==> config.mk <==
export PLATFORM = sky130hd
export DESIGN_NAME = z16_uart_tx
export DESIGN_NICKNAME = d
export VERILOG_FILES = /design/src/rtl/z16_mmio_pkg.sv /design/src/rtl/z16_sync_fifo.sv /design/src/rtl/z16_uart_tx.sv
export SDC_FILE = /design/constraint.sdc
export NUM_CORES = 1
export LEC_CHECK = 0
export ABC_AREA = 1
export BUFFER_PORTS_ARGS = -buffer_cell sky130_fd_sc_hd__buf_2
export CAP_MARGIN = 20
export CORE_ASPECT_RATIO = 1.25
export CORE_UTILIZATION = 40
export CTS_BUF_LIST = sky130_fd_sc_hd__clkbuf_4 sky130_fd_sc_hd__clkbuf_8 sky130_fd_sc_hd__clkbuf_16
export DETAILED_ROUTE_END_ITERATION = 16
export PLACE_DENSITY = 0.58
export SYNTH_ARGS = -nofsm -noshare
export SYNTH_HDL_FRONTEND = slang
export SYNTH_HIERARCHICAL = 1
export SYNTH_SLANG_ARGS = --single-unit
==> constraint.sdc <==
create_clock -name i_clk -period 3.45 [get_ports i_clk]
set_input_delay 0.8625 -clock i_clk [delete_from_list [all_inputs] [get_ports i_clk]]
set_output_delay 0.8625 -clock i_clk [all_outputs]
set_load 0.02 [all_outputs]
==> src/rtl/z16_mmio_pkg.sv <==
// Z16 MMIO address map, UART status bit layout and UART TX FSM state encoding.
// Shared with the CPU's MMIO decode so both sides agree on every address.
package z16_mmio_pkg;

  localparam logic [15:0] MMIO_LED       = 16'h007A;
  localparam logic [15:0] MMIO_BUTTON    = 16'h007C;
  localparam logic [15:0] MMIO_UART_TX   = 16'h0078;
  localparam logic [15:0] MMIO_UART_STAT = 16'h0076;

  localparam int STAT_FULL = 0;
  localparam int STAT_BUSY = 1;
  localparam int STAT_OVF  = 2;

  typedef enum logic [1:0] {
    TX_IDLE,
    TX_START,
    TX_DATA,
    TX_STOP
  } uart_tx_state_t;

  typedef struct packed {
    logic ovf;
    logic busy;
    logic full;
  } uart_stat_t;

  // Place status flags at their architectural bit positions; upper bits read as zero.
  function automatic logic [15:0] uart_stat_word(input uart_stat_t s);
    logic [15:0] w;
    w            = '0;
    w[STAT_FULL] = s.full;
    w[STAT_BUSY] = s.busy;
    w[STAT_OVF]  = s.ovf;
    return w;
  endfunction

endpackage

==> src/rtl/z16_sync_fifo.sv <==
// Generic synchronous FIFO: head visible combinationally, push/pop take effect at the edge.
// Push ignored while full, pop ignored while empty; simultaneous push+pop keeps count.
module z16_sync_fifo #(
  parameter int WIDTH = 8,
  parameter int DEPTH = 4
) (
  input  logic                   i_clk,
  input  logic                   i_rst,
  input  logic                   push_vld,
  input  logic [WIDTH-1:0]       push_dat,
  input  logic                   pop_rdy,
  output logic                   head_vld,
  output logic [WIDTH-1:0]       head_dat,
  output logic                   full,
  output logic [$clog2(DEPTH):0] count
);

  localparam int AW = $clog2(DEPTH);
  localparam logic [AW-1:0] PTR_ONE  = AW'(1);
  localparam logic [AW:0]   CNT_ONE  = (AW+1)'(1);
  localparam logic [AW:0]   CNT_FULL = (AW+1)'(DEPTH);

  logic [WIDTH-1:0] mem [DEPTH];
  logic [AW-1:0]    wr_ptr;
  logic [AW-1:0]    rd_ptr;
  logic [AW:0]      cnt;
  logic             do_push;
  logic             do_pop;

  // Full is taken from the registered count, so a pop in the same cycle cannot admit a push.
  assign full     = (cnt == CNT_FULL);
  assign head_vld = (cnt != '0);
  assign head_dat = mem[rd_ptr];
  assign count    = cnt;
  assign do_push  = push_vld && !full;
  assign do_pop   = pop_rdy && head_vld;

  always_ff @(posedge i_clk) begin
    if (do_push) begin
      mem[wr_ptr] <= push_dat;
    end
  end

  always_ff @(posedge i_clk) begin
    if (i_rst) begin
      wr_ptr <= '0;
      rd_ptr <= '0;
      cnt    <= '0;
    end else begin
      if (do_push) begin
        wr_ptr <= wr_ptr + PTR_ONE;
      end
      if (do_pop) begin
        rd_ptr <= rd_ptr + PTR_ONE;
      end
      case ({do_push, do_pop})
        2'b10:   cnt <= cnt + CNT_ONE;
        2'b01:   cnt <= cnt - CNT_ONE;
        default: cnt <= cnt;
      endcase
    end
  end

endmodule

==> src/rtl/z16_uart_tx.sv <==
// MMIO UART transmitter (8N1): CPU stores to ADDR_TX queue a byte; frame starts one edge after the push.
// No backpressure to the CPU: a store while the FIFO is full is dropped and sets sticky overflow.
module z16_uart_tx
  import z16_mmio_pkg::*;
#(
  parameter int          CLKS_PER_BIT = 234,
  parameter int          FIFO_DEPTH   = 4,
  parameter logic [15:0] ADDR_TX      = MMIO_UART_TX,
  parameter logic [15:0] ADDR_STAT    = MMIO_UART_STAT
) (
  input  logic        i_clk,
  input  logic        i_rst,
  input  logic [15:0] i_addr,
  input  logic        i_wen,
  input  logic [15:0] i_wdata,
  output logic [15:0] o_rdata,
  output logic        o_hit,
  output logic        o_tx
);

  localparam int BW = (CLKS_PER_BIT > 2) ? $clog2(CLKS_PER_BIT) : 1;
  localparam logic [BW-1:0] BAUD_LAST = BW'(CLKS_PER_BIT - 1);
  localparam logic [BW-1:0] BAUD_ONE  = BW'(1);
  localparam logic [2:0]    BIT_LAST  = 3'd7;

  uart_tx_state_t state_q, state_d;
  logic [BW-1:0]  baud_q, baud_d;
  logic [2:0]     bit_q, bit_d;
  logic [7:0]     shreg_q, shreg_d;
  logic           tx_q, tx_d;
  logic           ovf_q;

  logic           wr_tx;
  logic           wr_stat;
  logic           ovf_set;
  logic           baud_last;
  logic           busy;
  uart_stat_t     stat;

  logic           fifo_pop;
  logic           fifo_head_vld;
  logic [7:0]     fifo_head_dat;
  logic           fifo_full;
  logic [$clog2(FIFO_DEPTH):0] fifo_count;
  logic           unused_bits;

  assign wr_tx   = i_wen && (i_addr == ADDR_TX);
  assign wr_stat = i_wen && (i_addr == ADDR_STAT);
  assign ovf_set = wr_tx && fifo_full;

  z16_sync_fifo #(
    .WIDTH (8),
    .DEPTH (FIFO_DEPTH)
  ) u_tx_fifo (
    .i_clk    (i_clk),
    .i_rst    (i_rst),
    .push_vld (wr_tx),
    .push_dat (i_wdata[7:0]),
    .pop_rdy  (fifo_pop),
    .head_vld (fifo_head_vld),
    .head_dat (fifo_head_dat),
    .full     (fifo_full),
    .count    (fifo_count)
  );

  // Upper store byte and the occupancy count are not needed by the transmitter.
  assign unused_bits = ^{i_wdata[15:8], fifo_count};

  // Overflow is sticky; a same-cycle overflow beats the clearing write.
  always_ff @(posedge i_clk) begin
    if (i_rst) begin
      ovf_q <= 1'b0;
    end else if (ovf_set) begin
      ovf_q <= 1'b1;
    end else if (wr_stat) begin
      ovf_q <= 1'b0;
    end
  end

  always_ff @(posedge i_clk) begin
    if (i_rst) begin
      state_q <= TX_IDLE;
      baud_q  <= '0;
      bit_q   <= '0;
      shreg_q <= '0;
      tx_q    <= 1'b1;
    end else begin
      state_q <= state_d;
      baud_q  <= baud_d;
      bit_q   <= bit_d;
      shreg_q <= shreg_d;
      tx_q    <= tx_d;
    end
  end

  assign baud_last = (baud_q == BAUD_LAST);

  // tx_d is the line level for the cycle after the edge, so o_tx stays a plain flop.
  always_comb begin
    state_d  = state_q;
    baud_d   = baud_q;
    bit_d    = bit_q;
    shreg_d  = shreg_q;
    tx_d     = tx_q;
    fifo_pop = 1'b0;

    unique case (state_q)
      TX_IDLE: begin
        tx_d = 1'b1;
        if (fifo_head_vld) begin
          fifo_pop = 1'b1;
          shreg_d  = fifo_head_dat;
          baud_d   = '0;
          bit_d    = '0;
          state_d  = TX_START;
          tx_d     = 1'b0;
        end
      end

      TX_START: begin
        if (baud_last) begin
          baud_d  = '0;
          bit_d   = '0;
          state_d = TX_DATA;
          tx_d    = shreg_q[0];
        end else begin
          baud_d = baud_q + BAUD_ONE;
        end
      end

      TX_DATA: begin
        if (baud_last) begin
          baud_d = '0;
          if (bit_q == BIT_LAST) begin
            state_d = TX_STOP;
            tx_d    = 1'b1;
          end else begin
            bit_d   = bit_q + 3'd1;
            shreg_d = {1'b0, shreg_q[7:1]};
            tx_d    = shreg_q[1];
          end
        end else begin
          baud_d = baud_q + BAUD_ONE;
        end
      end

      TX_STOP: begin
        if (baud_last) begin
          baud_d = '0;
          // Chain straight into the next start bit when more data is waiting.
          if (fifo_head_vld) begin
            fifo_pop = 1'b1;
            shreg_d  = fifo_head_dat;
            bit_d    = '0;
            state_d  = TX_START;
            tx_d     = 1'b0;
          end else begin
            state_d = TX_IDLE;
            tx_d    = 1'b1;
          end
        end else begin
          baud_d = baud_q + BAUD_ONE;
        end
      end

      default: begin
        state_d = TX_IDLE;
        tx_d    = 1'b1;
      end
    endcase
  end

  assign busy      = (state_q != TX_IDLE) || fifo_head_vld;
  assign stat.ovf  = ovf_q;
  assign stat.busy = busy;
  assign stat.full = fifo_full;

  assign o_hit   = (i_addr == ADDR_STAT);
  assign o_rdata = o_hit ? uart_stat_word(stat) : 16'h0000;
  assign o_tx    = tx_q;

endmodule
After elaboration in Yosys (flattened, before gate mapping)
Memory sizes are Yosys's and may differ from the RTL's. A register that Yosys moved wholly into a read port is not among the register bits.
Cells that the tools add are included.
{"block": "word_totals", "mem_bits_rw": 32, "latch_bits": 0, "out_inout_bits": 18, "word_cells": 88, "n_memories": 1, "inputBits": 35, "ff_bits": 30, "romBits": 0}
{"memory": "u_tx_fifo.mem", "depth": 4, "width": 8, "read_ports": 1, "rd_clocked_by_memory_dff": 1, "wr": 1, "line_no": "z16_sync_fifo.sv:23", "rtl": "logic [WIDTH-1:0] mem [DEPTH];"}
{"block": "op_classes", "n_shift": 0, "bitwise": 0, "n_addsub": 6, "magnitude_cmp": 0, "n_div": 0, "muxes": 38, "eq_ne": 16, "reduce_logical": 18, "n_mul": 0}
{"operator": "2-to-1 mux 8 bit", "n": 6}
{"operator": "== test 16 x 7 -> 1 bit (second input constant)", "n": 2}
{"operator": "case mux 8 bit (3 select lines)", "n": 1}
{"operator": "2-to-1 mux 3 bit", "n": 6}
{"operator": "case mux 8 bit (2 select lines)", "n": 1}
{"operator": "2-to-1 mux 2 bit", "n": 7}
{"operator": "2-to-1 mux 1 bit", "n": 12}
{"operator": "!= test 2 bit (second input constant)", "n": 6}
{"operator": "case mux 3 bit (4 select lines)", "n": 1}
{"operator": "adder 8 x 1 -> 8 bit (second input constant)", "n": 1}
{"operator": "== test 8 bit (second input constant)", "n": 1}
{"operator": "case mux 2 bit (4 select lines)", "n": 1}
{"operator": "AND reduction 4 bit", "n": 2}
{"operator": "adder 3 x 1 -> 3 bit (second input constant)", "n": 2}
{"operator": "== test 2 bit (second input constant)", "n": 3}
{"operator": "== test 3 bit (second input constant)", "n": 2}
{"operator": "case mux 3 bit (2 select lines)", "n": 1}
{"operator": "nonzero test 2 bit", "n": 3}
{"operator": "nonzero test 3 bit", "n": 2}
{"operator": "logical AND 1 bit", "n": 5}
{"operator": "AND reduction 5 bit", "n": 1}
{"operator": "adder 2 x 1 -> 2 bit (second input constant)", "n": 2}
{"operator": "== test 2 x 1 -> 1 bit (second input constant)", "n": 2}
{"operator": "case mux 1 bit (4 select lines)", "n": 1}
{"operator": "other kinds (7)", "n": 7}

Depth between registers and ports, before layout
{"block": "depth", "ltp_word": 7, "depth_mapped": 17}

Cells and area by module
The synthesis kept the hierarchy.
{"module": "z16_sync_fifo", "cells_each": 145, "n_inst": 1, "area_each_um2": 1690.4}
{"module": "z16_uart_tx", "cells_each": 238, "n_inst": 1, "area_each_um2": 1679.1}

Worst setup path before layout
OpenSTA, ideal clock, no wires.
{"block": "synth_timing", "path_kind": "input-to-reg", "start": "input i_addr[15]", "end": "register u_tx_fifo.cnt[1], in the netlist u_tx_fifo/count[1]", "path_buffers": 0, "t_arrival_ns": 2.539, "path_stages": 8, "required_ns": 3.380, "slack_ns": 0.841, "path_cell_list": "nor2_1 > nand2_1 > nor4_1 > nand2_4 > ha_1 > inv_1 > fa_1 > a21oi_1"}
{"block": "synth_between", "elab_chain_len": 5, "elab_cells_between_ends": 7, "cone_classes": "eq/ne (3); mux (1); reduce/logical (3)"}
{"item": "from (decl)", "line_no": "z16_uart_tx.sv:13", "rtl": "input logic [15:0] i_addr,"}
{"item": "== test 16 x 7 -> 1 bit (*)", "line_no": "z16_uart_tx.sv:47", "rtl": "assign wr_tx = i_wen && (i_addr == ADDR_TX);"}
{"item": "logical AND 1 bit (*)", "line_no": "z16_uart_tx.sv:47"}
{"item": "named net wr_tx", "line_no": "z16_uart_tx.sv:33", "rtl": "logic wr_tx;"}
{"item": "logical AND 1 bit (*)", "line_no": "z16_sync_fifo.sv:35", "rtl": "assign do_push = push_vld && !full;"}
{"item": "== test 2 x 1 -> 1 bit / == test 2 bit (equally long branches)", "line_no": "z16_sync_fifo.sv:56", "rtl": "case ({do_push, do_pop})"}
{"item": "case mux 3 bit (2 select lines) / nonzero test 2 bit (equally long branches)"}
{"item": "to (signal assigned)", "line_no": "z16_sync_fifo.sv:57", "rtl": "2'b10: cnt <= cnt + CNT_ONE;"}
{"item": "to (signal assigned)", "line_no": "z16_sync_fifo.sv:58", "rtl": "2'b01: cnt <= cnt - CNT_ONE;"}
{"item": "to (signal assigned)", "line_no": "z16_sync_fifo.sv:59", "rtl": "default: cnt <= cnt;"}
{"item": "to (decl)", "line_no": "z16_sync_fifo.sv:26", "rtl": "logic [AW:0] cnt;"}
The timed path passes the listed nets; every way through them passes the cells marked *.
A chain may end at the register's enable or synchronous reset.

Worst setup path in the final report
{"block": "layout_timing", "start": "register state_q[0]", "end": "register u_tx_fifo.cnt[2], in the netlist u_tx_fifo/count[2]"}
{"block": "layout_between", "elab_chain_len": 5, "elab_cells_between_ends": 8, "cone_classes": "eq/ne (3); mux (2); reduce/logical (3)"}
{"item": "from (decl)", "line_no": "z16_uart_tx.sv:26", "rtl": "uart_tx_state_t state_q, state_d;"}
{"item": "from (signal assigned)", "line_no": "z16_uart_tx.sv:88", "rtl": "state_q <= state_d;"}
{"item": "== test 2 bit / logical NOT 2 bit (equally long branches)", "line_no": "z16_uart_tx.sv:107", "rtl": "unique case (state_q)"}
{"item": "case mux 1 bit (2 select lines) (*)", "line_no": "z16_uart_tx.sv:107"}
{"item": "named net fifo_pop", "line_no": "z16_uart_tx.sv:40", "rtl": "logic fifo_pop;"}
{"item": "logical AND 1 bit (*)", "line_no": "z16_sync_fifo.sv:36", "rtl": "assign do_pop = pop_rdy && head_vld;"}
{"item": "named net u_tx_fifo.do_pop", "line_no": "z16_sync_fifo.sv:28", "rtl": "logic do_pop;"}
{"item": "== test 2 x 1 -> 1 bit / == test 2 bit (equally long branches)", "line_no": "z16_sync_fifo.sv:56"}
{"item": "case mux 3 bit (2 select lines) / nonzero test 2 bit (equally long branches)"}
Marked as above.

==> results.md <==
- Worst-Skew Late Latency: 0.35 ns
- Post-Synth XOR/XNOR Area: 0
- Period utilisation layout: 0.852
- Post-synth cell types: 36
- CP peak stage delay: 0.43 ns
- Total clock buffers created by CTS: 9
- CTS hold repair buffers: 0
- Worst-path clk slew: 0.07 ns
- Post-CTS resize count: 0
- Slew HR: 0.458
- Slowest CP cell: a211oi_1
- Worst-path fanout max: 5
- Sequential cell area fraction in the yosys report: 0.475
- CP Class: register to register
- CTS tree: done
- Drc violations: 10
- Area share of fa/ha/maj cells after synthesis: 0.0616
- Required @ worst endpoint: 3.69 ns
- Failing checks: DRC
- Synth Area in Compound Gates: 0.118
- Hold Vio Cnt, Final: 0
- Slew @ Worst Pin: 0.812 ns
- Most common cell after layout, fill and taps aside: nand2_1
- CP endpoint kind: register
- Design Power: 0.00173 W
- Highest-count cells in the layout ignoring fill and taps: 63 x nand2_1, 53 x nor2_1, 42 x inv_1, 32 x dfxtp_1, 32 x edfxtp_1
- Min cycle time layout: 2.94 ns
- CTS sink count: 64
- Post-synth EDFFs: 32
- First-pass DRT Iterations: 10
- Rows: 37
- Longest Clk Path Bufs: 2
- Vias/cell: 4.85
- Synthesized area per cell: 8.80 um2
- Number of max-cap violations: 0
- Routed wire per std cell: 11.7 um
- Layout Nets: 473
- Slew Viols, Final: 0
- GRT overflow: 0
- Vias in the first global route: 2346
- Routed WL: 6140 um
- Die Wd: 84.1 um
- Ys flop type: edfxtp_1
- N_diodes: 0
- DR iter-0 viols: 144
- # setup viols final: 0
- Root Buffer: clkbuf_8
- Crit-path cells: inv_1 > ha_1 > or2_2 > a211oi_1 > nand2_1 > inv_1 > ha_1 > inv_1 > fa_1 > inv_1 > nand2_1 > nand3_1 > nand2_1 > nand2_1 > nor2_1
- YS warnings: 6
- First-pass GRT wire length: 10600 um
- H-tree Lvls: 3
- Top Family by Delay on Critical Path: adder cells
- Synth Area in Simple Gates: 0.224
- Gr usage total: 0.154
- Setup Skew: 0.0102 ns
- Synth top area cells: edfxtp_1 29%, dfxtp_1 19%, nand2_1 7.0%
- Port Buf Inserts: 31
- Main combinational cell family by area after synthesis: simple AND/OR/NAND/NOR gates
- Routability cong.: 0.736
- Antenna violations before repair: 0
- Unrepaired setup endpoints after global routing: no
- TNS Setup: 0 ns
- DRT antenna net count: 0
- Status: finished with violations
- Pleak: 1.48 nW
- Post-DP HPWL: 4310 um
- CP Buf/Inv Count: 4
- Top cell type's share of synthesized area: 0.285
- Async set-reset flop share out of synthesis: 0
- PD cells: 463 nW/um2
- Max frequency: 0.340 GHz
- Arr. time, crit path: 3.18 ns
- Setup bufs post-CTS: 0
- Top cell type by total area after synthesis: edfxtp_1
- Min Hold Slack: 0.458 ns
- Vias: 2539
- Setup crit start kind: register
- Core area: 8190 um2
- Largest net degree at the start of global routing: 18
- Share of layout cells above drive strength 1: 0.199
- Area delta synth->final: 11.1%
- Post-synthesis mux area share: 0.0178
- Synth Cell Area: 3370 um2
- Die area: 8800 um2
- Initial Utilization: 0.411
- Syn Inst Count: 383
- Peak VDD IR: 0.000297 V
- Min-Delay Path Class: register to register
- Die height: 105 um
- FF+latch count, synth: 64
- IO Count: 53
## layout make-up
| type | instances | area [um2] |
|---|---|---|
| flip-flops and latches | 64 | 1600 |
| clock inverters | 7 | 71.3 |
| well taps | 97 | 121 |
| inverters | 44 | 165 |
| clock buffers | 9 | 124 |
| multi-input cells | 267 | 1470 |
| fillers | 802 | 4450 |
| repair buffers | 36 | 193 |
## sequential cells by signal, indices dropped and copies added, names as in the netlist, 2 cells and up, named ones only
name,cells
u_tx_fifo/mem,32
baud_q,8
shreg_q,8
bit_q,3
u_tx_fifo/count,3
state_q,2
u_tx_fifo/rd_ptr,2
u_tx_fifo/wr_ptr,2
## logic make-up (layout without fill, tap and decap cells)
| family | Yosys count | after routing |
|---|---|---|
| AND/OR/NAND/NOR | 168 | 168 |
| adder cells (fa/ha/maj) | 16 | 16 |
| flip-flops | 64 | 64 |
| buffers and inverters | 64 | 96 |
| other | 1 | 13 |
| AO/OA/AOI/OAI | 64 | 64 |
| multiplexers | 6 | 6 |
## report_power, final
part | internal [W] | leakage (nW) | switching (W)
Clock | 0.000333 | 0.0933 | 0.000311
Combinational | 0.0000850 | 0.845 | 0.000159
Sequential | 0.000824 | 0.545 | 0.0000213
## layer usage
layer	share of wire	track usage	wire, um
met5	0	0	0
met4	0.028	0.0961	170
met3	0.023	0.0261	141
met2	0.50	0.265	3080
met1	0.45	0.176	2750
## cells in the mapped netlist (8+ instances only)
cell,count
inv_1,42
o21ai_0,20
buf_4,13
a21oi_1,19
nand3_1,29
edfxtp_1,32
ha_1,15
dfxtp_1,32
o22ai_1,8
nor2_1,53
nand2_1,63
a21oi_2,8
## path summary, 6_finish.rpt
| check | startpoint | endpoint | slack (ns) | cells past startpoint |
|---|---|---|---|---|
| min | ovf_q | ovf_q | 0.46 | 2 |
| max reg2reg | state_q[0] | u_tx_fifo/count[2] | 0.51 | 15 |
| min reg2reg | ovf_q | ovf_q | 0.46 | 2 |
| max | state_q[0] | u_tx_fifo/count[2] | 0.51 | 15 |
## worst register-to-register path, delay by kind of cell, from the launching register on
family,cells,cell delay [ns]
adders and majority gates,3,0.90
and+or+nand+nor,7,0.73
AOI/OAI and AO/OA,1,0.43
buffers and inverters,4,0.38
DFF,1,0.40
## stage by stage
stage / setup slack [ns] / instance area, um2 / cells / utilization
after floorplan: 0.841 / 3410 / 395 / -
after global placement: 0.627 / 3550 / 508 / 0.433
after CTS: 0.528 / 3740 / 524 / 0.457
after global routing: 0.283 / 3740 / 524 / 0.457
after detailed placement: 0.557 / 3550 / 508 / 0.433
final: 0.512 / 3740 / 524 / 0.457
No activity file was read; power rests on OpenSTA's default activity.
